**src/rtl/vga_timing_gen.sv**
```systemverilog
// -----------------------------------------------------------------------------
// vga_timing_gen
//
// VGA raster engine. A clock divider produces one pixel tick every PIX_DIV
// clocks; horizontal/vertical counters advance on that tick and drive a
// two-stage pipeline:
//   stage 0 : issues the framebuffer address for the current raster position
//             and captures the timing flags (active, hsync, vsync, bar index,
//             first pixel) that belong to that position.
//   stage 1 : one tick later, samples the returned pixel data and presents
//             colours, syncs and the active flag together, so syncs and
//             colours are always aligned to the same pixel.
// A colour-bar generator can replace framebuffer data; the mode is latched
// only at the start of a frame so a frame is never half bars, half image.
//
// Ports
//   clk        in   system clock
//   reset      in   synchronous, active-high; clears all state
//   test_mode  in   1 = colour bars, 0 = framebuffer data
//   rgb_in     in   {R,G,B} returned by memory for the last mem_addr
//   mem_addr   out  {vcnt>>SCALE_SH, hcnt>>SCALE_SH} truncated to field widths
//   mem_rd_en  out  high while mem_addr carries an active-region address
//   VGA_RED / VGA_GREEN / VGA_BLUE   out  colour channels (0 in blanking)
//   VGA_HSYNC / VGA_VSYNC            out  syncs, active level = *_POL
//   sof        out  one-clock pulse when pixel (0,0) reaches the outputs
//   active     out  outputs currently carry a visible pixel
//
// Memory handshake: there is no ready/valid back-pressure. A read request is
// mem_rd_en=1 together with mem_addr, both updated on a pixel tick and held
// until the next tick; the request is always accepted, and rgb_in must carry
// the word for that address no later than PIX_DIV clocks after the request,
// which is the next tick, when stage 1 samples it.
// -----------------------------------------------------------------------------
module vga_timing_gen #(
  parameter int   H_ACTIVE  = 640,
  parameter int   H_FP      = 16,
  parameter int   H_SYNC    = 96,
  parameter int   H_BP      = 48,
  parameter int   V_ACTIVE  = 480,
  parameter int   V_FP      = 10,
  parameter int   V_SYNC    = 2,
  parameter int   V_BP      = 33,
  parameter logic HSYNC_POL = 1'b0,
  parameter logic VSYNC_POL = 1'b0,
  parameter int   PIX_DIV   = 2,
  parameter int   SCALE_SH  = 2,
  parameter int   ADDR_HW   = 8,
  parameter int   ADDR_VW   = 6,
  parameter int   COLOR_W   = 1,
  parameter int   BAR_SH    = 6
) (
  input  logic                       clk,
  input  logic                       reset,
  input  logic                       test_mode,
  input  logic [3*COLOR_W-1:0]       rgb_in,
  output logic [ADDR_VW+ADDR_HW-1:0] mem_addr,
  output logic                       mem_rd_en,
  output logic [COLOR_W-1:0]         VGA_RED,
  output logic [COLOR_W-1:0]         VGA_GREEN,
  output logic [COLOR_W-1:0]         VGA_BLUE,
  output logic                       VGA_HSYNC,
  output logic                       VGA_VSYNC,
  output logic                       sof,
  output logic                       active
);

  // ---------------------------------------------------------------------------
  // Derived geometry
  // ---------------------------------------------------------------------------
  localparam int H_TOTAL = H_ACTIVE + H_FP + H_SYNC + H_BP;
  localparam int V_TOTAL = V_ACTIVE + V_FP + V_SYNC + V_BP;
  localparam int HCW     = (H_TOTAL > 1) ? $clog2(H_TOTAL) : 1;
  localparam int VCW     = (V_TOTAL > 1) ? $clog2(V_TOTAL) : 1;
  localparam int DIVW    = (PIX_DIV > 1) ? $clog2(PIX_DIV) : 1;

  localparam logic [DIVW-1:0] DIV_LAST = DIVW'(PIX_DIV - 1);

  // Region bounds are stored as inclusive "last" values so that every
  // constant fits in the counter width even when a porch is zero.
  localparam logic [HCW-1:0] H_LAST       = HCW'(H_TOTAL - 1);
  localparam logic [HCW-1:0] H_ACT_LAST   = HCW'(H_ACTIVE - 1);
  localparam logic [HCW-1:0] H_SYNC_FIRST = HCW'(H_ACTIVE + H_FP);
  localparam logic [HCW-1:0] H_SYNC_LAST  = HCW'(H_ACTIVE + H_FP + H_SYNC - 1);

  localparam logic [VCW-1:0] V_LAST       = VCW'(V_TOTAL - 1);
  localparam logic [VCW-1:0] V_ACT_LAST   = VCW'(V_ACTIVE - 1);
  localparam logic [VCW-1:0] V_SYNC_FIRST = VCW'(V_ACTIVE + V_FP);
  localparam logic [VCW-1:0] V_SYNC_LAST  = VCW'(V_ACTIVE + V_FP + V_SYNC - 1);

  // ---------------------------------------------------------------------------
  // Pixel-rate divider
  // ---------------------------------------------------------------------------
  logic [DIVW-1:0] div;
  logic            tick;

  // With div cleared by reset, the first tick lands on the PIX_DIV-th clock
  // after reset is released. For PIX_DIV=1 div stays 0 and every clock ticks.
  assign tick = (div == DIV_LAST);

  always_ff @(posedge clk) begin
    if (reset) begin
      div <= '0;
    end else if (tick) begin
      div <= '0;
    end else begin
      div <= div + 1'b1;
    end
  end

  // ---------------------------------------------------------------------------
  // Raster counters
  // ---------------------------------------------------------------------------
  logic [HCW-1:0] hcnt;
  logic [VCW-1:0] vcnt;

  always_ff @(posedge clk) begin
    if (reset) begin
      hcnt <= '0;
      vcnt <= '0;
    end else if (tick) begin
      if (hcnt == H_LAST) begin
        hcnt <= '0;
        vcnt <= (vcnt == V_LAST) ? '0 : vcnt + 1'b1;
      end else begin
        hcnt <= hcnt + 1'b1;
      end
    end
  end

  // ---------------------------------------------------------------------------
  // Stage 0 decode of the current raster position
  // ---------------------------------------------------------------------------
  logic               in_act_c;
  logic               hs_c;
  logic               vs_c;
  logic               first_c;
  logic [2:0]         bar_c;
  logic [ADDR_HW-1:0] addr_h_c;
  logic [ADDR_VW-1:0] addr_v_c;

  assign in_act_c = (hcnt <= H_ACT_LAST) && (vcnt <= V_ACT_LAST);
  assign hs_c     = (hcnt >= H_SYNC_FIRST) && (hcnt <= H_SYNC_LAST);
  assign vs_c     = (vcnt >= V_SYNC_FIRST) && (vcnt <= V_SYNC_LAST);
  assign first_c  = (hcnt == '0) && (vcnt == '0);

  // Bar index: which 2^BAR_SH-wide column the pixel sits in, modulo 8.
  assign bar_c    = 3'(hcnt >> BAR_SH);

  // Pixel replication: each framebuffer word covers 2^SCALE_SH x 2^SCALE_SH
  // screen pixels. The casts truncate (or zero-extend) to the field widths.
  assign addr_h_c = ADDR_HW'(hcnt >> SCALE_SH);
  assign addr_v_c = ADDR_VW'(vcnt >> SCALE_SH);

  // ---------------------------------------------------------------------------
  // Stage 0 registers: address issue plus flags delayed alongside the read
  // ---------------------------------------------------------------------------
  logic       act0;
  logic       hs0;
  logic       vs0;
  logic       first0;
  logic [2:0] bar0;
  logic       mode_q;

  always_ff @(posedge clk) begin
    if (reset) begin
      mem_addr <= '0;
      act0     <= 1'b0;
      hs0      <= 1'b0;
      vs0      <= 1'b0;
      first0   <= 1'b0;
      bar0     <= '0;
      mode_q   <= 1'b0;
    end else if (tick) begin
      act0   <= in_act_c;
      hs0    <= hs_c;
      vs0    <= vs_c;
      first0 <= first_c;
      bar0   <= bar_c;
      // The address only moves inside the active region; during blanking it
      // holds the last visible address so the memory sees no spurious change.
      if (in_act_c) begin
        mem_addr <= {addr_v_c, addr_h_c};
      end
      // Mode is latched only as pixel (0,0) is issued. Stage 1 of that tick
      // still shows the previous frame's last (blanked) pixel, so the switch
      // is invisible until the new frame's first pixel.
      if (first_c) begin
        mode_q <= test_mode;
      end
    end
  end

  // The read strobe is exactly the delayed active flag.
  assign mem_rd_en = act0;

  // ---------------------------------------------------------------------------
  // Stage 1 pixel selection
  // ---------------------------------------------------------------------------
  logic [COLOR_W-1:0] pix_r;
  logic [COLOR_W-1:0] pix_g;
  logic [COLOR_W-1:0] pix_b;

  always_comb begin
    pix_r = '0;
    pix_g = '0;
    pix_b = '0;
    if (act0) begin
      if (mode_q) begin
        pix_r = {COLOR_W{bar0[2]}};
        pix_g = {COLOR_W{bar0[1]}};
        pix_b = {COLOR_W{bar0[0]}};
      end else begin
        pix_r = rgb_in[3*COLOR_W-1 -: COLOR_W];
        pix_g = rgb_in[2*COLOR_W-1 -: COLOR_W];
        pix_b = rgb_in[COLOR_W-1:0];
      end
    end
  end

  // ---------------------------------------------------------------------------
  // Stage 1 registers: everything visible on the pins updates on one edge
  // ---------------------------------------------------------------------------
  always_ff @(posedge clk) begin
    if (reset) begin
      VGA_RED   <= '0;
      VGA_GREEN <= '0;
      VGA_BLUE  <= '0;
      VGA_HSYNC <= ~HSYNC_POL;
      VGA_VSYNC <= ~VSYNC_POL;
      active    <= 1'b0;
      sof       <= 1'b0;
    end else begin
      // Evaluated every clock so the pulse lasts exactly one clock.
      sof <= tick & first0;
      if (tick) begin
        VGA_RED   <= pix_r;
        VGA_GREEN <= pix_g;
        VGA_BLUE  <= pix_b;
        VGA_HSYNC <= hs0 ? HSYNC_POL : ~HSYNC_POL;
        VGA_VSYNC <= vs0 ? VSYNC_POL : ~VSYNC_POL;
        active    <= act0;
      end
    end
  end

endmodule

```
**config.mk**
```make
export PLATFORM = sky130hd
export DESIGN_NAME = vga_timing_gen
export DESIGN_NICKNAME = d
export VERILOG_FILES = /design/src/rtl/vga_timing_gen.sv
export SDC_FILE = /design/constraint.sdc
export NUM_CORES = 1
export LEC_CHECK = 0
export CORE_MARGIN = 2
export CORE_UTILIZATION = 25
export DETAILED_ROUTE_END_ITERATION = 8
export REMOVE_ABC_BUFFERS = 1
export SLEW_MARGIN = 40
export SYNTH_ARGS = -nofsm -noshare
export SYNTH_HDL_FRONTEND = slang
export SYNTH_SLANG_ARGS = --single-unit
```
**constraint.sdc**
```tcl
create_clock -name clk -period 2.85 [get_ports clk]
set_input_delay 0.4275 -clock clk [delete_from_list [all_inputs] [get_ports clk]]
set_output_delay 0.4275 -clock clk [all_outputs]
set_load 0.03 [all_outputs]
```
==> results of run 1 <==
worst min path at each step:
stage	to	slack, ps
2_1_floorplan	vs0	440
6_report	active	450
5_1_grt	mem_addr[11]	490
4_1_cts	active	450
3_5_place_dp	active	440
3_3_place_gp	active	440
cell families after synthesis:
group,after synthesis
XOR/XNOR,13
adder cells (fa/ha/maj),5
multiplexers,20
buffers and inverters,26
flip-flops,50
AND/OR/NAND/NOR,108
AO/OA/AOI/OAI,24
power groups by stage:
stage / Sequential [mW] / Combinational [mW] / Clock, mW
CTS: 0.723 / 0.104 / 0.502
floorplan: 0.751 / 0.0466 / 0
global placement: 0.739 / 0.103 / 0
detailed placement: 0.739 / 0.103 / 0
global route: 0.725 / 0.114 / 0.534
finish: 0.723 / 0.103 / 0.491
sequential cells by signal, indices dropped and copies added, names as in the netlist, 3 cells and up:
signal and flops:
bar0 3, mem_addr 14, hcnt 10, vcnt 10
worst reg2reg max path: stages (launching register included):
cell     delay (ps)
dfxtp_1         390
or4b_1          680
or4_4           550
or4_4           490
a21oi_2         140
synthesized netlist by cell type (2+ instances only):
master,n,area [um2]
o21ai_0,8,40.0
or3_1,5,31.3
a21oi_1,6,30.0
dfxtp_1,50,1000
nor3_1,4,20.0
a211oi_1,2,15.0
or4_4,2,22.5
mux2i_1,20,200
a31oi_1,2,12.5
o31ai_1,2,15.0
xnor2_1,8,70.1
nand3_1,10,50.1
xor2_1,5,43.8
inv_1,10,37.5
and3_1,2,12.5
and4_1,2,17.5
nor4_1,7,43.8
nand3b_1,3,22.5
nand2b_1,6,37.5
nor2b_1,3,18.8
nand4_1,9,56.3
nand2_1,14,52.6
clkbuf_1,14,52.6
nor2_1,36,135
ha_1,5,62.6
cell type report:
| class | instances | area, um2 |
|---|---|---|
| clock buffer | 5 | 68.8 |
| clock inverter | 3 | 40.0 |
| fill | 925 | 5930 |
| inverter | 10 | 37.5 |
| multi-input combinational | 170 | 1080 |
| sequential | 50 | 1000 |
| tap | 108 | 135 |
| timing repair buffer | 31 | 300 |
stage by stage:
step | instance area (um2) | power, mW | hold WS (ps) | utilization | instances
floorplan | 2120 | 0.798 | 444 | - | 230
finish | 2670 | 1.32 | 448 | 0.310 | 377
global route | 2670 | 1.37 | 485 | 0.310 | 377
CTS | 2670 | 1.33 | 453 | 0.310 | 377
detailed placement | 2560 | 0.843 | 440 | 0.298 | 369
global placement | 2560 | 0.841 | 436 | 0.298 | 369
layer usage:
layer | wire (um) | GRT usage | vias to the layer above
li1 | - | - | 892
met1 | 2360 | 0.136 | 810
met2 | 2060 | 0.153 | 28
met3 | 133 | 0.0230 | 9
met4 | 111 | 0.0470 | 0
met5 | 0 | 0 | -
==> results.yml, run 1 <==
synth:
  synth_compound_area_frac: 0.0659
  synth.distinct_cells: 36
  synth_top_family_by_area: "simple AND/OR/NAND/NOR gates"
  netlist_instances: 246
  synth-simple-area-share: 0.258
  yosysSeqAreaShare: 0.458
  synthArstFlopShare: 0
  synthAdderAreaFrac: 0.0286
  synth_area_per_cell_um2: 8.88
  synth_edf_count: 0
  ys_ff_latch: 50
  syn_area_mm2: 0.00218
  synth_mux_area_frac: 0.0916
  synth-xor-area-share: 0.0521
  synthFlopType: "dfxtp_1"
  yosysWarnings: 0
power_and_ir_drop:
  ir_drop_mv: 0.239
  p_int_mw: 1.01
  leakage_nw: 0.963
  switchingPower_uw: 302
  comb_power_share: 0.078
  seqPwrFrac: 0.549
  p_clk_frac: 0.373
  powerDensity_mw_per_mm2: 493
  switching_share: 0.229
clock_network:
  cts_sinks: 50
  cts-root-buf: "clkbuf_8"
  post_cts_buffers: 0
  path_clk_slew_ps: 90
  tritoncts: "built"
  clk_latency_ps: 300
  hold_buffers: 0
  cts_buffers: 5
  postCtsResizedCells: 0
  cts_buffer_depth: 2
  htreeDepth: 2
timing:
  slew_headroom: 0.643
  finalCriticalPeriod_ps: 2320
  max_slew.worst_pin.slew_ps: 535
  slew_violations: 0
  tns_ps: 0
  fin_worst_skew_ps: 6.50
  setup_viol: 0
  max_freq_mhz: 430
  finalCritPeriodShare: 0.815
  worst_slack_ps: 527
  hold_violations: 0
  rsz0062_at_grt: "no"
setup_path:
  slowest_stage: "or4b_1"
  cp_top_family: "simple AND/OR/NAND/NOR gates"
  cp_num_cells: 4
  r2r_cells: 4
  worstSetupPathType: "reg2reg"
  required_ps: 3080
  worstSetupEndpoint: "vcnt[9]"
  end_kind: "register"
  crit_top_cell: "or4_4"
  crit_arrival_ps: 2560
  reg2reg_from: "hcnt[6]"
  path_cells: "or4b_1, or4_4, or4_4, a21oi_2"
  critPathLaunch: "hcnt[6]"
  worst_setup_path_start_kind: "register"
  path_max_fanout: 9
  critPathMaxStageDelay_ps: 680
  r2r-end: "vcnt[9]"
  r2r_setup_slack_ps: 530
  cp_num_buf_inv: 0
min_path:
  whs_path_depth: 2
  hp-start: "active"
  hp-class: "reg2reg"
route:
  wl_per_cell_um: 12.4
  drt_iter0_drc: 53
  dr.pass1.iters: 4
  ant_nets: 0
  drc_errors: 0
  vias: 1739
  vias_per_cell: 4.61
  totalWireLength_um: 4660
floorplanning:
  start_util: 0.254
  chipWidth_um: 97.5
  coreArea_mm2: 0.00859
  io_pins: 28
  die_area_mm2: 0.00950
  num_rows: 34
  fp.dieH_um: 97.5
global_route:
  grt_pass1_wl_um: 7860
  grt_max_degree: 24
  grt_usage: 0.101
  grt_pass1_vias: 1630
  globalRouteOverflowTotal: 0
  grt_antenna_before_repair: 0
final_layout:
  n_antenna_cell: 0
  syn2layout_area_growth_pct: 22.1
  final_net_count: 279
  final_common_cell: "dfxtp_1"
  layout_common_cells: "50 x dfxtp_1, 36 x nor2_1, 27 x clkdlybuf4s50_1"
  drive_gt1_frac: 0.0558
place:
  dpl_worst_slack_ps: 551
  port_buffers: 27
  hpwl_um: 3360
  gp_congestion: 0.840
job:
  cap_violations: 0
run_status:
  status: "finished clean"
(Power assumes the default switching activity.)
==> inputs of run 2 (changes only) <==
clock period = 2.1 ns   (was 2.85 ns; I/O delays follow)
==> run 2 against run 1 <==
  * Combinational power up 50%
  * First-iteration DRC count up 25%
  * Cell area up 4.1%
  * Global-route usage up 0.66 points
  * Final cell count up 4.2%
  * Maximum frequency up 15%
  * Largest cell class unchanged
==> results.yml, run 2 (same netlist as run 1, synthesis figures left out) <==
final_layout:
  reg_top3: "mem_addr x14, hcnt x10, vcnt x10"
  layout_common_cells: "47 x dfxtp_1, 36 x nor2_1, 27 x clkdlybuf4s50_1"
  largest_reg_flops: 14
  syn2layout_area_growth_pct: 27.1
  drive_gt1_frac: 0.119
  regMostFlops: "mem_addr"
  final_common_cell: "dfxtp_1"
  n_antenna_cell: 0
  final_net_count: 295
route:
  ant_nets: 0
  totalWireLength_um: 4940
  wl_per_cell_um: 12.6
  drt_iter0_drc: 66
  vias: 1790
  dr.pass1.iters: 4
  vias_per_cell: 4.55
  drc_errors: 0
timing:
  max_freq_mhz: 497
  max_slew.worst_pin.slew_ps: 414
  hold_violations: 0
  fin_worst_skew_ps: 5.57
  finalCritPeriodShare: 0.959
  rsz0062_at_grt: "no"
  slew_headroom: 0.721
  hold-worst-slack_ps: 454
  worst_slack_ps: 86.7
  slew_violations: 0
  finalCriticalPeriod_ps: 2010
  setup_viol: 0
setup_path:
  crit_arrival_ps: 2250
  r2r-end: "vcnt[9]"
  end_kind: "register"
  required_ps: 2340
  worst_setup_path_start_kind: "register"
  worstSetupEndpoint: "vcnt[9]"
  r2r_cells: 4
  reg2reg_from: "hcnt[5]"
  r2r_setup_slack_ps: 90
  path_max_fanout: 4
  critPathLaunch: "hcnt[5]"
  worstSetupPathType: "reg2reg"
power_and_ir_drop:
  powerDensity_mw_per_mm2: 613
  ir_drop_mv: 0.249
  power_mw: 1.70
  leakage_nw: 1.04
min_path:
  hp-class: "reg2reg"
  hp-start: "active"
  whs_path_depth: 2
clock_network:
  cts_buffer_depth: 2
  cts_sinks: 50
  hold_buffers: 0
  clk_latency_ps: 290
  cts_buffers: 5
  path_clk_slew_ps: 90
  cts-root-buf: "clkbuf_8"
  htreeDepth: 2
  tritoncts: "built"
global_route:
  grt_pass1_vias: 1716
  grt_antenna_before_repair: 0
  grt_usage: 0.108
  grt_max_degree: 24
  globalRouteOverflowTotal: 0
  grt_pass1_wl_um: 8460
place:
  port_buffers: 27
  dpl_worst_slack_ps: 47.5
  gp_congestion: 0.786
  hpwl_um: 3660
floorplanning:
  io_pins: 28
  num_rows: 34
  start_util: 0.254
  coreArea_mm2: 0.00859
  die_area_mm2: 0.00950
  fp.dieH_um: 97.5
  chipWidth_um: 97.5
job:
  cap_violations: 0
run_status:
  status: "finished clean"
## run 2: how the worst min path moves through the flow
stage                    to
floorplan           hcnt[1]
global placement     active
detailed placement   active
CTS                  active
global route         active
finish               active
## run 2: critical path: stages (launching register included)
cell	delay (ps)
dfxtp_2	330
or4b_4	530
or4_4	560
or4_4	430
a21oi_2	110
## run 2: report_power, final
| part | internal (mW) | total [mW] | switching (mW) |
|---|---|---|---|
| Sequential | 0.965 | 0.977 | 0.0122 |
| Combinational | 0.0691 | 0.154 | 0.0850 |
| Clock | 0.266 | 0.571 | 0.305 |
## run 2: layout make-up
cell class              instances  area [um2]
fillers                       895        5820
multi-input cells             170        1090
flip-flops and latches         50        1000
repair buffers                 47         420
well taps                     108         135
clock buffers                   7        86.3
inverters                      10        37.5
clock inverters                 1        5.00
## run 2: metrics by stage
step	setup TNS, ps	std cells	util	cell area (um2)
final	0	393	0.323	2780
after global routing	0	393	0.323	2780
after CTS	0	392	0.321	2760
after detailed placement	0	384	0.311	2670
after global placement	0	384	0.311	2670
after floorplan	-1270	230	-	2120
## run 2: what timing repair did
action,4_1_cts,5_1_grt
gates resized for setup,0,4
endpoints found under the hold margin,0,0
endpoints found under the setup margin,0,2
buffers inserted,0,1
## run 2: routing by layer
metal / share of wire / vias to the layer above / track usage
met5: 0 / - / 0
met3: 0.030 / 6 / 0.0230
met1: 0.50 / 834 / 0.144
met2: 0.45 / 24 / 0.169
li1: - / 926 / -
met4: 0.015 / 0 / 0.0417
